## src/rtl/traffic_pkg.sv

```systemverilog
// Shared definitions for the traffic-light controller: one-hot state codes and default timings.
// bin_to_bcd exists only when TRAFFIC_TIMER_BCD_EN is defined.
package traffic_pkg;

    typedef enum logic [3:0] {
        S0 = 4'b0001,   // NS green
        S1 = 4'b0010,   // NS yellow
        S2 = 4'b0100,   // EW green
        S3 = 4'b1000    // EW yellow
    } state_t;

    localparam int DEF_TICK_DIV    = 50_000_000;
    localparam int DEF_CNT_W       = 8;
    localparam int DEF_NS_GRN_TIME = 30;
    localparam int DEF_EW_GRN_TIME = 20;
    localparam int DEF_YEL_TIME    = 3;

`ifdef TRAFFIC_TIMER_BCD_EN
    // Two-digit display: anything above 99 shows 99.
    function automatic logic [7:0] bin_to_bcd(input int unsigned v);
        logic [3:0] tens;
        logic [3:0] units;
        if (v > 99) begin
            return 8'h99;
        end
        tens  = 4'(v / 10);
        units = 4'(v % 10);
        return {tens, units};
    endfunction
`endif

endpackage

```

## src/rtl/traffic_down_cnt.sv

```systemverilog
// Loadable down-counter that stops at zero. Done is decoded from the count register.
module traffic_down_cnt #(
    parameter int               CNT_W   = 8,
    parameter logic [CNT_W-1:0] RST_VAL = '0
) (
    input  logic             Clk,
    input  logic             Reset_n,
    input  logic             Load,
    input  logic             Tick,
    input  logic [CNT_W-1:0] Load_val,
    output logic [CNT_W-1:0] Count,
    output logic             Done
);

    logic [CNT_W-1:0] count_reg;
    logic [CNT_W-1:0] count_next;

    // A load takes priority over a tick arriving in the same cycle.
    always_comb begin
        count_next = count_reg;
        if (Load) begin
            count_next = Load_val;
        end else if (Tick && (count_reg != '0)) begin
            count_next = count_reg - CNT_W'(1);
        end
    end

    always_ff @(posedge Clk) begin
        if (!Reset_n) begin
            count_reg <= RST_VAL;
        end else begin
            count_reg <= count_next;
        end
    end

    assign Count = count_reg;
    assign Done  = (count_reg == '0);

endmodule

```

## src/rtl/traffic_timer.sv

```systemverilog
// Phase timer for the traffic-light FSM: shared tick prescaler, load table, NS/EW counters.
// Define TRAFFIC_TIMER_BCD_EN to add registered BCD countdown outputs Bcd_NS/Bcd_EW.
module traffic_timer
    import traffic_pkg::*;
#(
    parameter int TICK_DIV    = DEF_TICK_DIV,
    parameter int CNT_W       = DEF_CNT_W,
    parameter int NS_GRN_TIME = DEF_NS_GRN_TIME,
    parameter int EW_GRN_TIME = DEF_EW_GRN_TIME,
    parameter int YEL_TIME    = DEF_YEL_TIME
) (
    input  logic             Clk,
    input  logic             Reset_n,
    input  logic             Sload_NS,
    input  logic             Sload_EW,
    input  logic [3:0]       State_cnt,
    output logic             Done_NS,
    output logic             Done_EW,
    output logic [CNT_W-1:0] Count_NS,
    output logic [CNT_W-1:0] Count_EW,
    output logic             Tick
`ifdef TRAFFIC_TIMER_BCD_EN
    ,
    output logic [7:0]       Bcd_NS,
    output logic [7:0]       Bcd_EW
`endif
);

    localparam int               PRE_W    = $clog2(TICK_DIV);
    localparam logic [PRE_W-1:0] PRE_LAST = PRE_W'(TICK_DIV - 1);
    localparam logic [CNT_W-1:0] NS_GRN   = CNT_W'(NS_GRN_TIME);
    localparam logic [CNT_W-1:0] EW_GRN   = CNT_W'(EW_GRN_TIME);
    localparam logic [CNT_W-1:0] YEL      = CNT_W'(YEL_TIME);

    logic [PRE_W-1:0] pre_reg;
    logic [PRE_W-1:0] pre_next;
    logic             any_load;
    logic             pre_wrap;
    logic [1:0]       load_vec;
    logic [CNT_W-1:0] ld_val    [2];
    logic [CNT_W-1:0] count_arr [2];
    logic             done_arr  [2];

    // Any load restarts the prescaler so a phase lasts exactly N full ticks.
    always_comb begin
        any_load = Sload_NS | Sload_EW;
        pre_wrap = (pre_reg == PRE_LAST);
        Tick     = Reset_n & ~any_load & pre_wrap;
        pre_next = pre_reg + PRE_W'(1);
        if (any_load || pre_wrap) begin
            pre_next = '0;
        end
    end

    always_ff @(posedge Clk) begin
        if (!Reset_n) begin
            pre_reg <= '0;
        end else begin
            pre_reg <= pre_next;
        end
    end

    // Load table: the value loaded is the duration of the phase that follows State_cnt.
    always_comb begin
        ld_val[0] = NS_GRN;
        ld_val[1] = EW_GRN;
        case (State_cnt)
            S0:      ld_val[0] = YEL;
            S2:      ld_val[1] = YEL;
            default: ;
        endcase
    end

    assign load_vec = {Sload_EW, Sload_NS};

    genvar gi;
    generate
        for (gi = 0; gi < 2; gi++) begin : g_ch
            traffic_down_cnt #(
                .CNT_W  (CNT_W),
                .RST_VAL((gi == 0) ? NS_GRN : EW_GRN)
            ) u_cnt (
                .Clk     (Clk),
                .Reset_n (Reset_n),
                .Load    (load_vec[gi]),
                .Tick    (Tick),
                .Load_val(ld_val[gi]),
                .Count   (count_arr[gi]),
                .Done    (done_arr[gi])
            );

`ifdef TRAFFIC_TIMER_BCD_EN
            logic [7:0] bcd_reg;

            always_ff @(posedge Clk) begin
                if (!Reset_n) begin
                    bcd_reg <= 8'h00;
                end else begin
                    bcd_reg <= bin_to_bcd(32'(count_arr[gi]));
                end
            end
`endif
        end
    endgenerate

    assign Count_NS = count_arr[0];
    assign Count_EW = count_arr[1];
    assign Done_NS  = done_arr[0];
    assign Done_EW  = done_arr[1];

`ifdef TRAFFIC_TIMER_BCD_EN
    assign Bcd_NS = g_ch[0].bcd_reg;
    assign Bcd_EW = g_ch[1].bcd_reg;
`endif

endmodule

```

## config.mk

```make
export PLATFORM = sky130hd
export DESIGN_NAME = traffic_timer
export DESIGN_NICKNAME = d
export VERILOG_FILES = /design/src/rtl/traffic_pkg.sv /design/src/rtl/traffic_down_cnt.sv /design/src/rtl/traffic_timer.sv
export SDC_FILE = /design/constraint.sdc
export NUM_CORES = 1
export LEC_CHECK = 0
export CORE_MARGIN = 1
export CORE_UTILIZATION = 55
export CTS_BUF_LIST = sky130_fd_sc_hd__clkbuf_8 sky130_fd_sc_hd__clkbuf_16
export DETAILED_ROUTE_END_ITERATION = 6
export GPL_TIMING_DRIVEN = 0
export MAX_ROUTING_LAYER = met4
export PLACE_DENSITY = 0.78
export SYNTH_ARGS = -nofsm -noshare
export SYNTH_HDL_FRONTEND = slang
export SYNTH_SLANG_ARGS = --single-unit
```

## constraint.sdc

```tcl
create_clock -name Clk -period 2.35 [get_ports Clk]
set_clock_uncertainty 0.15 [all_clocks]
set_input_delay 0.3525 -clock Clk [delete_from_list [all_inputs] [get_ports Clk]]
set_output_delay 0.3525 -clock Clk [all_outputs]
set_load 0.02 [all_outputs]
```

==> flow_summary_export.csv, run 1 <==
group,metric,value,unit
detailed_routing,num_vias,2126,
floorplan,die_w,65.7,um
layout,antenna_cells,0,
power,peakVddDrop,0.418,mV
placement,placed_cell_area,2560,um2
floorplan,dieArea,4320,um2
run,cap_violations,0,
synth,synth_cell_types,53,
detailed_routing,first_iter_violations,179,
placement,place.port_buffers,26,
layout,instances_no_fill,358,
placement,gp_congestion,0.795,
sta,setup_violations,1,
clock_network,clockBufferDepth,2,
synth,synth_top_family_by_area,"simple AND/OR/NAND/NOR gates",
power,totalPowerFinal,1.33,mW
synth,yosys-top-cells-area,"dfxtp_1 (38%), xor2_1 (6.7%), nor2_1 (6.2%)",
layout,multi_input_area,1440,um2
layout,fillers,249,
synth,syn-num-nets,272,
detailed_routing,drtAntennaViolNets,0,
layout,drive_gt1_frac,0.219,
detailed_routing,wl_per_cell,16.1,um
placement,preCtsSetupSlack,-0.658,ns
sta,setup_tns,-0.170,ns
clock_network,cts_made_buffers,5,
power,p_per_area,455,nW/um2
global_routing,grt_max_degree,15,
detailed_routing,drc,0,
floorplan,fp.dieH,65.7,um
floorplan,core.rowCount,22,
synth,synth_area_leader_cell,"dfxtp_1",
layout,largest_reg_flops,26,
layout,seqCellArea,851,um2
sta,fin_crit_sh,1.07,
setup_path,worst_ep_arrival_time,2.02,ns
floorplan,initial_core_util,0.592,
synth,syn_area,2230,um2
sta,hold_violations,0,
clock_network,cts_root_buf,"clkbuf_8",
placement,hpwl,3580,um
min_path,hold_class,"in2reg",
global_routing,grt_pass1_wl,9030,um
setup_path,ff2ff_path_depth,8,
global_routing,antenna_found_initial,0,
sta,fmax,397,MHz
sta,worst_pin_slew,0.692,ns
clock_network,cts_tree,"done",
placement,dp.cells,333,
layout,finalNetCount,322,
setup_path,crit_type,"reg2out",
synth,ys_ff_latch,42,
layout,fin_area,2930,um2
synth,synth_top_area_frac,0.377,
status,status,"finished with violations",
sta,timing.slew.headroom,0.535,
clock_network,clk_pin_slew_worst_paths,0.09,ns
sta,min_period,2.52,ns
power,p_leak,1.05,nW
synth,synth_adder_area_share,0.0280,
layout,area.growth.synth_to_final,31.3,%
sta,timing.hold.ws,0.255,ns
synth,synth-edff-count,0,
detailed_routing,dr.pass1.iters,4,
synth,async_reset_ff_frac,0,
setup_path,worstPathMaxFanout,2,
global_routing,grt_overflow,0,
synth,synth_xor_area_frac,0.0942,
sta,setup_ws,-0.170,ns
synth,syn_avg_cell_area,8.61,um2
sta,rsz0062_at_grt,"true",
detailed_routing,post_drt_via_cell_ratio,5.94,
floorplan,core_area,3770,um2
clock_network,insertion_delay,0.31,ns
synth,synth_ff_type,"dfxtp_1",
synth,yosys-mux-area-fraction,0.00897,
synth,ys_seq_area_frac,0.377,
synth,ys_warn_count,0,
setup_path,cp.required,1.85,ns
floorplan,io_pins,27,
sta,slew_viol_final,0,
synth,synth_cells,259,
status,violations,"setup timing",
detailed_routing,routed_wl,5770,um
setup_path,cp-start-kind,"flop",
layout,postLayoutCoreUtil,0.777,
global_routing,grt_pass1_vias,1926,
synth,synth-simple-area-share,0.338,
min_path,holdPathStages,2,
clock_network,htreeDepth,2,
clock_network,clock-sinks,42,
synth,synth_compound_area_frac,0.111,
setup_path,end_kind,"primary output",
global_routing,grt_usage,0.280,
-- cell type report --
type / instances / share of cell area
buffer: 7 / 0.0196
clock buffer: 5 / 0.0235
clock inverter: 3 / 0.00726
inverter: 11 / 0.0141
multi-input combinational: 199 / 0.492
sequential: 42 / 0.290
tap: 48 / 0.0205
timing repair buffer: 43 / 0.132
-- critical path: stages, from the launching register on --
cell,delay (ns)
dfxtp_2,0.37
ha_4,0.14
nand4_1,0.12
or2_1,0.27
or3_4,0.37
buf_8,0.14
buf_8,0.11
nor2_4,0.07
buf_6,0.12
-- logic make-up (layout without fill, tap and decap cells) --
group	after synthesis	in the layout
fa+ha+maj	5	5
flops	42	42
mux	2	2
buf+inv	18	69
simple gates	133	133
xor+xnor	24	24
compound gates	35	35
-- final timing paths --
| path | from | to | slack, ns |
|---|---|---|---|
| min | Reset_n | g_ch[1].u_cnt.Count[2] | 0.26 |
| max | pre_reg[0] | Tick | -0.17 |
| max reg2reg | pre_reg[0] | g_ch[0].u_cnt.Count[4] | 0.05 |
| min reg2reg | g_ch[0].u_cnt.Count[0] | g_ch[0].u_cnt.Count[0] | 0.37 |
-- power breakdown --
part | switching, mW | leakage [nW] | internal (mW)
logic | 0.0638 | 0.667 | 0.0490
registers | 0.0135 | 0.343 | 0.719
clock network | 0.277 | 0.0441 | 0.209
-- synth_stat cells (all sizes together) (5+ instances only) --
master   n
dfxtp   42
nand3   15
ha       5
inv     11
and3     5
nand2   18
nor4     8
xnor2    7
and4     5
o21ai    9
xor2    17
nor3    10
nand4   11
nor2    38
-- placed cells by master, fill, tap and decap left out, types with 4 or more instances in the layout --
cell type,Yosys,routed
a21oi_1,4,4
and4_1,4,4
buf_4,0,19
clkbuf_8,0,5
clkdlybuf4s50_1,0,21
dfxtp_1,42,34
dfxtp_2,0,8
ha_1,5,4
inv_1,11,10
nand2_1,18,17
nand2b_1,4,4
nand3_1,15,15
nand4_1,11,11
nor2_1,37,36
nor3_1,9,7
o21ai_0,9,8
or4_1,4,4
xnor2_1,7,7
xor2_1,17,17
-- per-layer routing --
layer	wire (um)	up-vias	part of all wire	global-route usage
met3	303	16	0.052	0.0660
li1	-	1042	-	-
met4	105	0	0.018	0.0924
met2	2760	77	0.48	0.435
met1	2600	991	0.45	0.357
met5	0	-	0	-
-- repair_timing --
action / in CTS / in global routing
setup endpoints to repair: 13 / 37
endpoints found under the hold margin: 0 / 0
buffers inserted: 12 / 5
gates resized for setup: 28 / 23
pin swaps: 8 / 3
hold buffers: 0 / 0
Note: power is estimated with default switching activity, not from simulation.
==> inputs of run 2 (changes only) <==
- GPL_ROUTABILITY_DRIVEN: default -> 0
==> results of run 2 <==
The final DEF is identical to that of run 1; final timing and power are the same.
